==> config.mk <==
export PLATFORM = sky130hd
export DESIGN_NAME = usb3_rx_align_descram
export DESIGN_NICKNAME = d
export VERILOG_FILES = /design/src/rtl/usb3_rx_align_descram.sv
export SDC_FILE = /design/constraint.sdc
export NUM_CORES = 1
export LEC_CHECK = 0
export CORE_UTILIZATION = 35
export CTS_BUF_LIST = sky130_fd_sc_hd__clkbuf_16
export DETAILED_ROUTE_END_ITERATION = 10
export MAX_ROUTING_LAYER = met4
export SETUP_SLACK_MARGIN = 0.15
export SYNTH_ARGS = -nofsm -noshare
export SYNTH_HDL_FRONTEND = slang
export SYNTH_SLANG_ARGS = --single-unit
==> constraint.sdc <==
create_clock -name local_clk -period 5 [get_ports local_clk]
set_input_delay 0.75 -clock local_clk [delete_from_list [all_inputs] [get_ports local_clk]]
set_output_delay 0.75 -clock local_clk [all_outputs]
set_load 0.005 [all_outputs]
==> src/rtl/usb3_rx_align_descram.sv <==
// USB 3.0 RX symbol aligner/descrambler: strips SKP symbols, repacks into full beats, descrambles D-symbols.
// Latency: 3 cycles for a SKP-free stream (compact reg, accumulator, output reg); SKP removal adds latency.
// Backpressure: none; every out_valid beat must be accepted by the consumer.
//
// Ports:
//   local_clk, reset_n      : clock, async active-low reset
//   enable                  : 1 = descramble D-symbols, 0 = pass through with LFSR parked at seed
//   in_valid/in_datak/in_data    : PIPE RX beat, byte 0 earliest on the wire
//   out_valid/out_datak/out_data : repacked, descrambled beat
//   out_locked              : sticky, set by the first COM after reset
//   skp_count               : saturating count of removed SKP symbols
module usb3_rx_align_descram #(
  parameter int unsigned NSYM      = 4,
  parameter logic [7:0]  SKP_CODE  = 8'h3C,
  parameter logic [7:0]  COM_CODE  = 8'hBC,
  parameter logic [15:0] LFSR_SEED = 16'hFFFF
) (
  input  logic              local_clk,
  input  logic              reset_n,
  input  logic              enable,
  input  logic              in_valid,
  input  logic [NSYM-1:0]   in_datak,
  input  logic [8*NSYM-1:0] in_data,
  output logic              out_valid,
  output logic [NSYM-1:0]   out_datak,
  output logic [8*NSYM-1:0] out_data,
  output logic              out_locked,
  output logic [15:0]       skp_count
);

  // Depth/count width; PW slots is a power of two so DW-bit indices always land in range.
  localparam int unsigned DW = $clog2(2 * NSYM);
  localparam int unsigned PW = 2 ** DW;

  typedef logic [8:0] sym_t;  // {k flag, byte}

  // Advance the Galois LFSR by 8 shifts; returns {next state, scramble byte}.
  // Scramble bit k is taken from bit 15 before the k-th shift.
  function automatic logic [23:0] lfsr_step8(input logic [15:0] s);
    logic [15:0] l;
    logic [7:0]  b;
    l = s;
    b = '0;
    for (int k = 0; k < 8; k++) begin
      b[k] = l[15];
      l    = {l[14:0], 1'b0} ^ (l[15] ? 16'h0039 : 16'h0000);
    end
    return {l, b};
  endfunction

  // ---------------- stage 1: compact ----------------
  sym_t           w_pk [PW];
  logic [DW-1:0]  w_n;
  logic [DW-1:0]  w_nskp;
  logic [16:0]    w_skp_sum;
  sym_t           r_pk [NSYM];
  logic [DW-1:0]  r_n;

  always_comb begin
    for (int j = 0; j < PW; j++) w_pk[j] = '0;
    w_n    = '0;
    w_nskp = '0;
    for (int i = 0; i < NSYM; i++) begin
      if (in_datak[i] && (in_data[8*i +: 8] == SKP_CODE)) begin
        w_nskp = w_nskp + DW'(1);
      end else begin
        w_pk[w_n] = {in_datak[i], in_data[8*i +: 8]};
        w_n       = w_n + DW'(1);
      end
    end
    w_skp_sum = {1'b0, skp_count} + 17'(w_nskp);
  end

  // ---------------- stage 2: accumulate ----------------
  sym_t           r_acc [PW];
  sym_t           w_acc_nxt [PW];
  logic [DW-1:0]  r_d;
  logic [DW-1:0]  w_base;
  logic [DW-1:0]  w_d_nxt;
  logic           w_emit;

  always_comb begin
    w_emit = (r_d >= DW'(NSYM));
    w_base = w_emit ? (r_d - DW'(NSYM)) : r_d;
    // Drop the emitted beat from the head, then append the new symbols behind the survivors.
    for (int j = 0; j < PW; j++) begin
      if (!w_emit)            w_acc_nxt[j] = r_acc[j];
      else if (j + NSYM < PW) w_acc_nxt[j] = r_acc[j + NSYM];
      else                    w_acc_nxt[j] = '0;
    end
    for (int i = 0; i < NSYM; i++) begin
      if (DW'(i) < r_n) w_acc_nxt[w_base + DW'(i)] = r_pk[i];
    end
    w_d_nxt = w_base + r_n;
  end

  // ---------------- stage 3: descramble ----------------
  logic [15:0]       r_lfsr;
  logic [15:0]       w_lfsr;
  logic [23:0]       w_step;
  sym_t              w_sym;
  logic              w_com;
  logic [8*NSYM-1:0] w_od;
  logic [NSYM-1:0]   w_ok;

  always_comb begin
    w_lfsr = r_lfsr;
    w_step = '0;
    w_sym  = '0;
    w_com  = 1'b0;
    w_od   = '0;
    w_ok   = '0;
    for (int i = 0; i < NSYM; i++) begin
      w_sym   = r_acc[i];
      w_step  = lfsr_step8(w_lfsr);
      w_ok[i] = w_sym[8];
      if (w_sym[8] && (w_sym[7:0] == COM_CODE)) begin
        w_od[8*i +: 8] = w_sym[7:0];
        w_lfsr         = LFSR_SEED;
        w_com          = 1'b1;
      end else if (w_sym[8]) begin
        w_od[8*i +: 8] = w_sym[7:0];
        w_lfsr         = w_step[23:8];
      end else begin
        w_od[8*i +: 8] = w_sym[7:0] ^ (enable ? w_step[7:0] : 8'h00);
        w_lfsr         = w_step[23:8];
      end
    end
  end

  // ---------------- state ----------------
  always_ff @(posedge local_clk or negedge reset_n) begin
    if (!reset_n) begin
      r_n <= '0;
      for (int i = 0; i < NSYM; i++) r_pk[i] <= '0;
      r_d <= '0;
      for (int j = 0; j < PW; j++) r_acc[j] <= '0;
      r_lfsr     <= LFSR_SEED;
      out_valid  <= 1'b0;
      out_data   <= '0;
      out_datak  <= '0;
      out_locked <= 1'b0;
      skp_count  <= '0;
    end else begin
      r_n <= in_valid ? w_n : '0;
      for (int i = 0; i < NSYM; i++) r_pk[i] <= w_pk[i];
      if (in_valid) skp_count <= w_skp_sum[16] ? 16'hFFFF : w_skp_sum[15:0];
      r_d   <= w_d_nxt;
      r_acc <= w_acc_nxt;
      out_valid <= w_emit;
      if (w_emit) begin
        out_data  <= w_od;
        out_datak <= w_ok;
        if (w_com) out_locked <= 1'b1;
      end
      // The LFSR only moves with emitted beats; with descrambling off it is parked at the seed.
      if (!enable)     r_lfsr <= LFSR_SEED;
      else if (w_emit) r_lfsr <= w_lfsr;
    end
  end

endmodule

* Word-level counts from Yosys, hierarchy flattened
Cells that the tools add are included.
** Cells by class
- Bitwise gates (word level) :: 43
- Muxes and demuxes :: 102
- $lt $le $gt $ge :: 19
- $add $sub $neg :: 12
- Equality and inequality tests :: 9
- Reductions and logical operators :: 16
** Operators with widths (number)
- 16-bit by 6-bit bitwise XOR with 16-bit output :: 32
- 72-bit bitwise mux :: 7
- 72-bit two-way mux :: 7
- 6-bit two-way mux :: 32
- 9-bit demux with 3-bit select :: 7
- 9-bit two-way mux :: 16
- 16-bit two-way mux :: 7
- 8-bit two-way mux :: 12
- 8-bit by 6-bit equality test with 1-bit output (second input constant) :: 4
- 8-bit equality test (second input constant) :: 4
- 8-bit bitwise XOR :: 4
- 4-bit >= comparator (second input constant) :: 7
- 4-bit by 1-bit less-than comparator with 1-bit output (second input constant) :: 7
- 3-bit inverter with 4-bit output :: 7
- 3-bit two-way mux :: 8
- 3-bit by 1-bit adder with 3-bit output (second input constant) :: 7
- 16-bit by 3-bit adder with 17-bit output :: 1
- 1-bit logical AND :: 15
- 3-bit by 2-bit adder with 3-bit output (second input constant) :: 2
- 1-bit by 3-bit less-than comparator with 1-bit output (first input constant) :: 2
- 2-bit by 3-bit less-than comparator with 1-bit output (first input constant) :: 2
- 1-bit two-way mux :: 6
- 3-bit adder :: 1
- 3-bit >= comparator (second input constant) :: 1
- 3 further kinds :: 3
** Word-level totals
- Output and inout port bits :: 54
- Input port bits :: 40
- Word-level logic and storage cells :: 221
- Register bits after elaboration :: 184

* Longest topological paths before layout
- Word-level depth :: 70
- Mapped depth :: 18
- Depth with buffers taken out :: 17

* Worst setup path after synthesis
OpenSTA, ideal clock, no wires.
- Path type :: input -> register
- From :: input in_data[6]
- To :: register skp_count[12]
- Slack :: 0.658 ns
- Stages :: 16
- Arrival :: 4.215 ns
- Library setup time :: 0.127 ns
- Path through :: nor4bb_1 -> nand4_1 -> or2_1 -> clkbuf_1 -> fa_1 -> inv_1 -> ha_1 -> mux2_2 -> inv_2 -> fa_1 -> inv_1 -> a21oi_1 -> nor3_1 -> nand2_1 -> nor2_1 -> mux2_1
** Between the ends
- Longest elaborated chain between the ends :: 11
** RTL lines
- start, declared :: RTL line 23 : input logic [8*NSYM-1:0] in_data,
- 8-bit by 6-bit equality test with 1-bit output * :: RTL line 64 : if (in_datak[i] && (in_data[8*i +: 8] == SKP_CODE)) begin
- 1-bit logical AND * :: RTL line 64
- 1-bit two-way mux * :: RTL line 64
- 3-bit by 1-bit adder with 3-bit output :: RTL line 65 : w_nskp = w_nskp + DW'(1);
- 3-bit two-way mux * :: RTL line 64
- 3-bit by 1-bit adder with 3-bit output :: RTL line 65
- 3-bit two-way mux * :: RTL line 64
- 3-bit by 1-bit adder with 3-bit output :: RTL line 65
- 3-bit two-way mux * :: RTL line 64
- 16-bit by 3-bit adder with 17-bit output * :: RTL line 71 : w_skp_sum = {1'b0, skp_count} + 17'(w_nskp);
- 16-bit two-way mux * :: RTL line 147 : if (in_valid) skp_count <= w_skp_sum[16] ? 16'hFFFF : w_skp_sum[15:0];
- end signal, assigned :: RTL line 147
- end, declared :: RTL line 28 : output logic [15:0] skp_count
Mark *: on every way between the ends. The rest lies on a longest branch, timed or not.
A chain may end at the register's enable or synchronous reset.

* Worst setup path after layout
- From :: input in_data[4]
- To :: register skp_count[12]
The elaborated chain is that of the path after synthesis.

==> metrics.md <==
| Metric | Value |
|---|---|
| Status | completed |
| VDD IR max | 0.447 mV |
| Chip Height | around 180 µm |
| Setup bufs post-CTS | 0 |
| Final setup TNS | 0 ns |
| # rows | 65 |
| Via count | roughly 9400 |
| Ant diodes | 0 |
| Leak Pwr | 5.50 nW |
| Clk slew on worst S/H paths | roughly 0.080 ns |
| Crit-path cells | clkdlybuf4s50_1, nor4bb_1, nand4_1, or2_1, fa_1, inv_1, xnor2_1, ha_1, inv_1, fa_1, inv_1, a21oi_1, nor3_1, nand2_1, nor2_1, mux2_1 |
| Final Hold Fails | 0 |
| Non-Filler Instances | between 1500 and 2000 |
| CP Max Fanout | 5 |
| CP bufs+invs | 4 |
| Drt wl/cell | just under 20 µm |
| Area leader, netlist | dfrtp_1 |
| Crit path top cell by count | inv_1 |
| Max-cap violations | 0 |
| Final setup violation count | 0 |
| Hold WC Path Type | input port to async pin |
| Final #Nets | roughly 1400 |
| Synth async-reset ratio | 1.00 |
| Synth Warn # | 0 |
| Clk buf depth | 2 |
| Synth cell types | between 70 and 80 |
| RSZ-0062 raised after global routing | no |
| DP Cell Count | 1724 |
| CTS root buf | clkbuf_16 |
| DRT Wirelength | approximately 34000 µm |
| Placed Area | roughly 13000 µm² |
| CTS tree | built |
| Period minus WS final | ~4.3 ns |
| Die footprint | between 30000 and 40000 µm² |
| Core outline area | between 30000 and 40000 µm² |
| WHS | between 0.3 and 0.4 ns |
| # DRC | 0 |
| Critical path endpoint category | flop |
| Synth Cell Area | ~11000 µm² |
| Sequential-to-total area share from yosys stat | 0.405 |
| Arr. time, crit path | between 4 and 5 ns |
| Antenna-violating nets left | 0 |
| Largest net degree at the start of global routing | 104 |
| Drt pass-1 iters | 5 |
| Cts repair resizes | 0 |
| Total grt overflow | 0 |
| Synth Net Count | ~1300 |
| CTS Hold Bufs | 0 |
| WS Path Type | input port to flop |
| Via density | roughly 5.3 |
| Slowest CP cell | fa_1 |
| I/O Buffers | 93 |
| Antenna violations before repair | 0 |
| Layout Cell Area excl Fill | approximately 13000 µm² |
| Crit path largest cell delay | approximately 0.65 ns |
| Final period util | 0.868 |
| Worst rel slew slack | 0.169 |
| CTS buffer count | 17 |
| EDFF count, synth | 0 |
| Worst-Margin Slew | about 1.2 ns |
| PD cells | 597 nW/µm² |
| # clock sinks | between 150 and 200 |
| Clock Latency Late Sink | 0.45 ns |
| Slew Viols, Final | 0 |
| DR iter-0 viols | approximately 650 |
| Worst slack, placed | roughly 0.2 ns |
| Yosys reg bits | 184 |
| CP delay by family, top | adder cells |
| Synth area leaders | dfrtp_1, nand2_1, a21oi_1, xnor2_1, nor2_1 |
| PnR worst setup slack | 0.661 ns |
| First-pass GRT wire length | roughly 53000 µm |
| Mapped Cells | between 1000 and 1500 |
| Initial Util | 0.359 |
| Synth top area share | 0.369 |
| CP Launch Type | input port |
| Share of cells above drive strength 1 | 0.0893 |
| Critical Path RT | 5.33 ns |
| Mean post-synth cell area | between 8 and 9 µm² |
| Synth Flop Type | dfrtp_1 |
| H-tree depth | 4 |
| Vias in the first global route | 8900 |
| Die X | 183 µm |
| Max Freq | between 200 and 250 MHz |
| Clock skew | about 0.016 ns |
| DP HPWL | 23700 µm |
| Tot GR Track Use | 0.214 |
| Layout overhead on the synthesized area | 15.6% |
| Placer Congestion | about 0.98 |
| I/O pin cnt | between 90 and 100 |
[logic make-up (layout without fill, tap and decap cells)]
group / count (synthesis) / in the layout / synth area share
DFF: 184 / 184 / 0.405
buffers and inverters: 110 / 158 / 0.0447
and+or+nand+nor: 442 / 442 / 0.184
muxes: 70 / 70 / 0.0642
xor gates and xnor gates: 116 / 116 / 0.110
adders and majority gates: 15 / 15 / 0.0184
AOI/OAI and AO/OA: 336 / 336 / 0.173
[where the power goes]
group	switching, mW	internal [mW]	leakage (nW)	total [mW]
sequential	0.511	1.92	2.25	2.43
clock	0.644	0.800	0.295	1.44
combinational	1.87	2.12	2.95	3.99
total	3.02	4.85	5.50	7.87
[registers in the layout, indices dropped and copies added, names as in the netlist]
| name | cells |
|---|---|
| r_acc | 63 |
| r_pk | 36 |
| out_data | 32 |
| r_lfsr | 16 |
| skp_count | 16 |
| w_sym | 9 |
| out_datak | 4 |
| r_d | 3 |
| r_n | 3 |
| out_locked | 1 |
| out_valid | 1 |
[worst reg2reg max path: stages (launching register included)]
cell and delay [ns]:
dfrtp_1 0.67, inv_2 0.14, ha_1 0.46, nand2b_1 0.23
nor2_1 0.80, nor3b_1 0.13, a21oi_1 0.18, o21ai_1 0.07
mux2_2 0.29
[synth_stat cells, drive strengths merged (6+ instances only)]
library cell / instances
dfstp: 16
nand2b: 9
nor3b: 40
ha: 12
o211ai: 18
a21oi: 125
a221oi: 6
nand4: 13
o21ai: 110
mux2: 25
a211oi: 25
a22o: 9
nand2: 169
clkbuf: 56
a21o: 12
a31oi: 8
xor2: 38
nand3: 16
xnor3: 8
nor2: 133
o31ai: 7
nor3: 23
xnor2: 67
dfrtp: 168
inv: 17
buf: 37
mux2i: 45
[placed cells by master, fill, tap and decap left out, drive strengths merged, types with 18 or more instances in the layout]
master,Yosys,routed
xor2,38,38
o211ai,18,18
nor3,23,23
nor2,133,133
clkbuf,56,18
nor3b,40,40
o21ai,110,110
mux2,25,25
a21oi,125,125
inv,17,24
a211oi,25,25
dfrtp,168,168
xnor2,67,67
nand2,169,169
mux2i,45,45
clkdlybuf4s50,0,92
[area by class of cell]
class | instances | area [µm²]
sequential | 184 | 4630
fill | 3141 | 18600
clock buffer | 17 | 425
timing repair buffer | 109 | 1050
multi-input combinational | 979 | 6280
inverter | 17 | 63.8
clock inverter | 15 | 191
tap | 435 | 544
[stage by stage]
step	total power [mW]	util
after floorplan	5.35	-
after global placement	6.38	0.395
after detailed placement	6.44	0.395
after CTS	7.91	0.415
after global routing	8.35	0.415
final	7.87	0.415
[final timing paths]
check | from | to | slack (ns) | cells after the start
hold / removal | reset_n | out_data[24]$_DFFE_PN0N_ | 0.35 | 1
min in group local_clk | out_locked$_DFFE_PN0P_ | out_locked$_DFFE_PN0P_ | 0.47 | 1
setup / recovery | in_data[4] | skp_count[12]$_DFFE_PN0P_ | 0.66 | 16
hold reg to reg | out_locked$_DFFE_PN0P_ | out_locked$_DFFE_PN0P_ | 0.47 | 1
setup reg to reg | r_d[0]$_DFF_PN0_ | r_acc[29]$_DFF_PN0_ | 1.91 | 8
max in group asynchronous | reset_n | skp_count[0]$_DFFE_PN0P_ | 3.46 | 2
[routing by layer]
layer,track usage,part of all wire
met3,0.0307,0.045
met4,0.0679,0.025
met2,0.325,0.46
met5,-,0
met1,0.294,0.47
No activity file was read; power rests on OpenSTA's default activity.
==> RTL edit (same settings) <==
Remove the register `out_valid`: a continuous assignment takes its place, so the output `out_valid` follows one clock earlier.
--- a/src/rtl/usb3_rx_align_descram.sv
+++ b/src/rtl/usb3_rx_align_descram.sv
@@ -136,7 +136,6 @@
       r_d <= '0;
       for (int j = 0; j < PW; j++) r_acc[j] <= '0;
       r_lfsr     <= LFSR_SEED;
-      out_valid  <= 1'b0;
       out_data   <= '0;
       out_datak  <= '0;
       out_locked <= 1'b0;
@@ -147,7 +146,6 @@
       if (in_valid) skp_count <= w_skp_sum[16] ? 16'hFFFF : w_skp_sum[15:0];
       r_d   <= w_d_nxt;
       r_acc <= w_acc_nxt;
-      out_valid <= w_emit;
       if (w_emit) begin
         out_data  <= w_od;
         out_datak <= w_ok;
@@ -159,5 +157,7 @@
     end
   end
 
+  assign out_valid = w_emit;
+
 endmodule
 
Formal check against the unedited RTL: not equivalent (a bounded check fails within 4 cycles, from zero or initial values and one cycle with reset_n low).
==> RTL edit against the original RTL <==
- synthesized area is 0.22% lower
- critical path depth stayed put
- total power is 1.3% lower
- design area is 0.33% lower
- largest cell class unchanged
- hold slack worse by 0.0034 ns
- wire length is 1.8% higher
- clock skew is 0.0034 ns lower
- register-to-register slack worse by 0.03 ns
- sequential cell count is 1 lower
- global-route usage is 0.55 points higher
- highest routed layer unchanged
- setup slack worse by 0.069 ns
==> RTL edit: results (changes against the original RTL) <==
\begin{tabular}{lr}
\hline
Metric & Value \\
\hline
\multicolumn{2}{l}{\textbf{Status}} \\
\quad Result of the run & complete, no violations (unchanged) \\
\multicolumn{2}{l}{\textbf{Final layout}} \\
\quad Net count, final & 1364 (was 1363) \\
\quad Fraction of final layout cells with drive strength greater than 1 & 9.08\% (was 8.93\%) \\
\multicolumn{2}{l}{\textbf{Synth}} \\
\quad Top area cells in the synthesized netlist & sky130\_fd\_sc\_hd\_\_dfrtp\_1 37\%, sky130\_fd\_sc\_hd\_\_nand2\_1 5.5\%, sky130\_fd\_sc\_hd\_\_a21oi\_1 5.5\%, sky130\_fd\_sc\_hd\_\_xnor2\_1 4.6\%, sky130\_fd\_sc\_hd\_\_nor2\_1 4.4\% (was sky130\_fd\_sc\_hd\_\_dfrtp\_1 37\%, sky130\_fd\_sc\_hd\_\_nand2\_1 5.5\%, sky130\_fd\_sc\_hd\_\_a21oi\_1 5.5\%, sky130\_fd\_sc\_hd\_\_xnor2\_1 4.6\%, sky130\_fd\_sc\_hd\_\_nor2\_1 4.3\%) \\
\quad Leading cell types by count after synthesis & 168 x sky130\_fd\_sc\_hd\_\_nand2\_1, 167 x sky130\_fd\_sc\_hd\_\_dfrtp\_1, 132 x sky130\_fd\_sc\_hd\_\_nor2\_1 (was 168 x sky130\_fd\_sc\_hd\_\_dfrtp\_1, 168 x sky130\_fd\_sc\_hd\_\_nand2\_1, 132 x sky130\_fd\_sc\_hd\_\_nor2\_1) \\
\multicolumn{2}{l}{\textbf{Power and ir drop}} \\
\quad Leakage power & 0.00548 uW (was 0.00550 uW) \\
\quad VDD IR max & 0.000441 V (was 0.000447 V) \\
\multicolumn{2}{l}{\textbf{Placed design}} \\
\quad Final GP Congestion & 0.916 (was 0.985) \\
\quad Half-perimeter wire length of the detailed placement result & 24300 microns (was 23700 microns) \\
\multicolumn{2}{l}{\textbf{Route}} \\
\quad Sum of routed wire length over all layers & 34400 microns (was 33800 microns) \\
\quad Detailed Route Iter0 Violations & 740 (was 654) \\
\quad Average vias per placed instance & 5.37 (was 5.34) \\
\multicolumn{2}{l}{\textbf{Global routing}} \\
\quad Total global routing track utilization & 22.0\% (was 21.4\%) \\
\quad Maximum number of pins on one net before global-route repair & 99 (was 104) \\
\quad Number of global-route vias before repair & 9290 (was 8900) \\
\quad Global-route wire length before repair & 54200 microns (was 52800 microns) \\
\multicolumn{2}{l}{\textbf{Worst setup path}} \\
\quad Endpoint of the worst-slack reg-to-reg timing path & r\_acc[19] (was r\_acc[29]) \\
\quad Worst endpoint data arrival time & 4.73 ns (was 4.67 ns) \\
\multicolumn{2}{l}{\textbf{STA}} \\
\quad Worst-case headroom to the max-slew limit & 18.3\% (was 16.9\%) \\
\quad Worst hold-check slack & 0.347 ns (was 0.350 ns) \\
\hline
\end{tabular}
[RTL edit: cell count changes in the layout (fill, tap and decap cells not counted), sizes merged]
cell      unedited run  this run
clkinv               1         3
inv                 24        23
dfrtp              168       167
clkinvlp             4         5
clkbuf              18        17
buf                 16        19
bufinv               3         1
[RTL edit: worst reg2reg max path, stage by stage (launching register included)]
cell	delay, ns
sky130_fd_sc_hd__dfrtp_1	0.69
sky130_fd_sc_hd__inv_2	0.14
sky130_fd_sc_hd__ha_1	0.47
sky130_fd_sc_hd__nand2b_1	0.23
sky130_fd_sc_hd__nor3_2	0.89
sky130_fd_sc_hd__nor3b_1	0.10
sky130_fd_sc_hd__a21oi_1	0.19
sky130_fd_sc_hd__a211oi_1	0.10
sky130_fd_sc_hd__a21o_1	0.20
[RTL edit: worst max-delay path by stage]
stage / slack (ns) / endpoint / cells after the start
6_report: 0.59 / skp_count[12] / 16
5_1_grt: 0.34 / skp_count[10] / 17
4_1_cts: 0.62 / skp_count[12] / 16
3_5_place_dp: 0.16 / skp_count[12] / 16
3_3_place_gp: 0.23 / skp_count[12] / 16
2_1_floorplan: 0.66 / skp_count[12] / 16
[RTL edit: layer usage]
metal	global-route usage, %	wire length, microns	part of all wire (%)	vias up
met5	-	0	0	-
met4	8.94	1190	3.5	0
met3	3.83	1940	5.6	71
met2	33.8	15600	45	320
met1	28.6	15700	46	4531
li1	-	-	-	4517
[RTL edit: layout make-up]
cell class | count | area (sq um) | area share [%]
repair buffers | 111 | 1080 | 8.21
clock inverters | 15 | 148 | 1.12
multi-input cells | 979 | 6280 | 47.8
clock buffers | 17 | 425 | 3.24
well taps | 435 | 544 | 4.14
inverters | 17 | 63.8 | 0.485
flip-flops and latches | 183 | 4600 | 35.0
[RTL edit: report_power, final]
part	leakage, uW	total, uW	internal (uW)	switching [uW]
logic	0.00297	4010	2120	1890
clock network	0.000271	1330	699	627
registers	0.00224	2430	1910	514
total	0.00548	7770	4740	3030
[RTL edit: kinds of logic (layout without fill, tap and decap cells)]
| family | after synthesis | after routing | synth area share [%] |
|---|---|---|---|
| AND/OR/NAND/NOR | 442 | 442 | 18.5 |
| multiplexers | 70 | 70 | 6.43 |
| flip-flops | 183 | 183 | 40.4 |
| buffers and inverters | 110 | 160 | 4.47 |
| AO/OA/AOI/OAI | 336 | 336 | 17.3 |
| XOR/XNOR | 116 | 116 | 11.0 |
| adder cells (fa/ha/maj) | 15 | 15 | 1.85 |
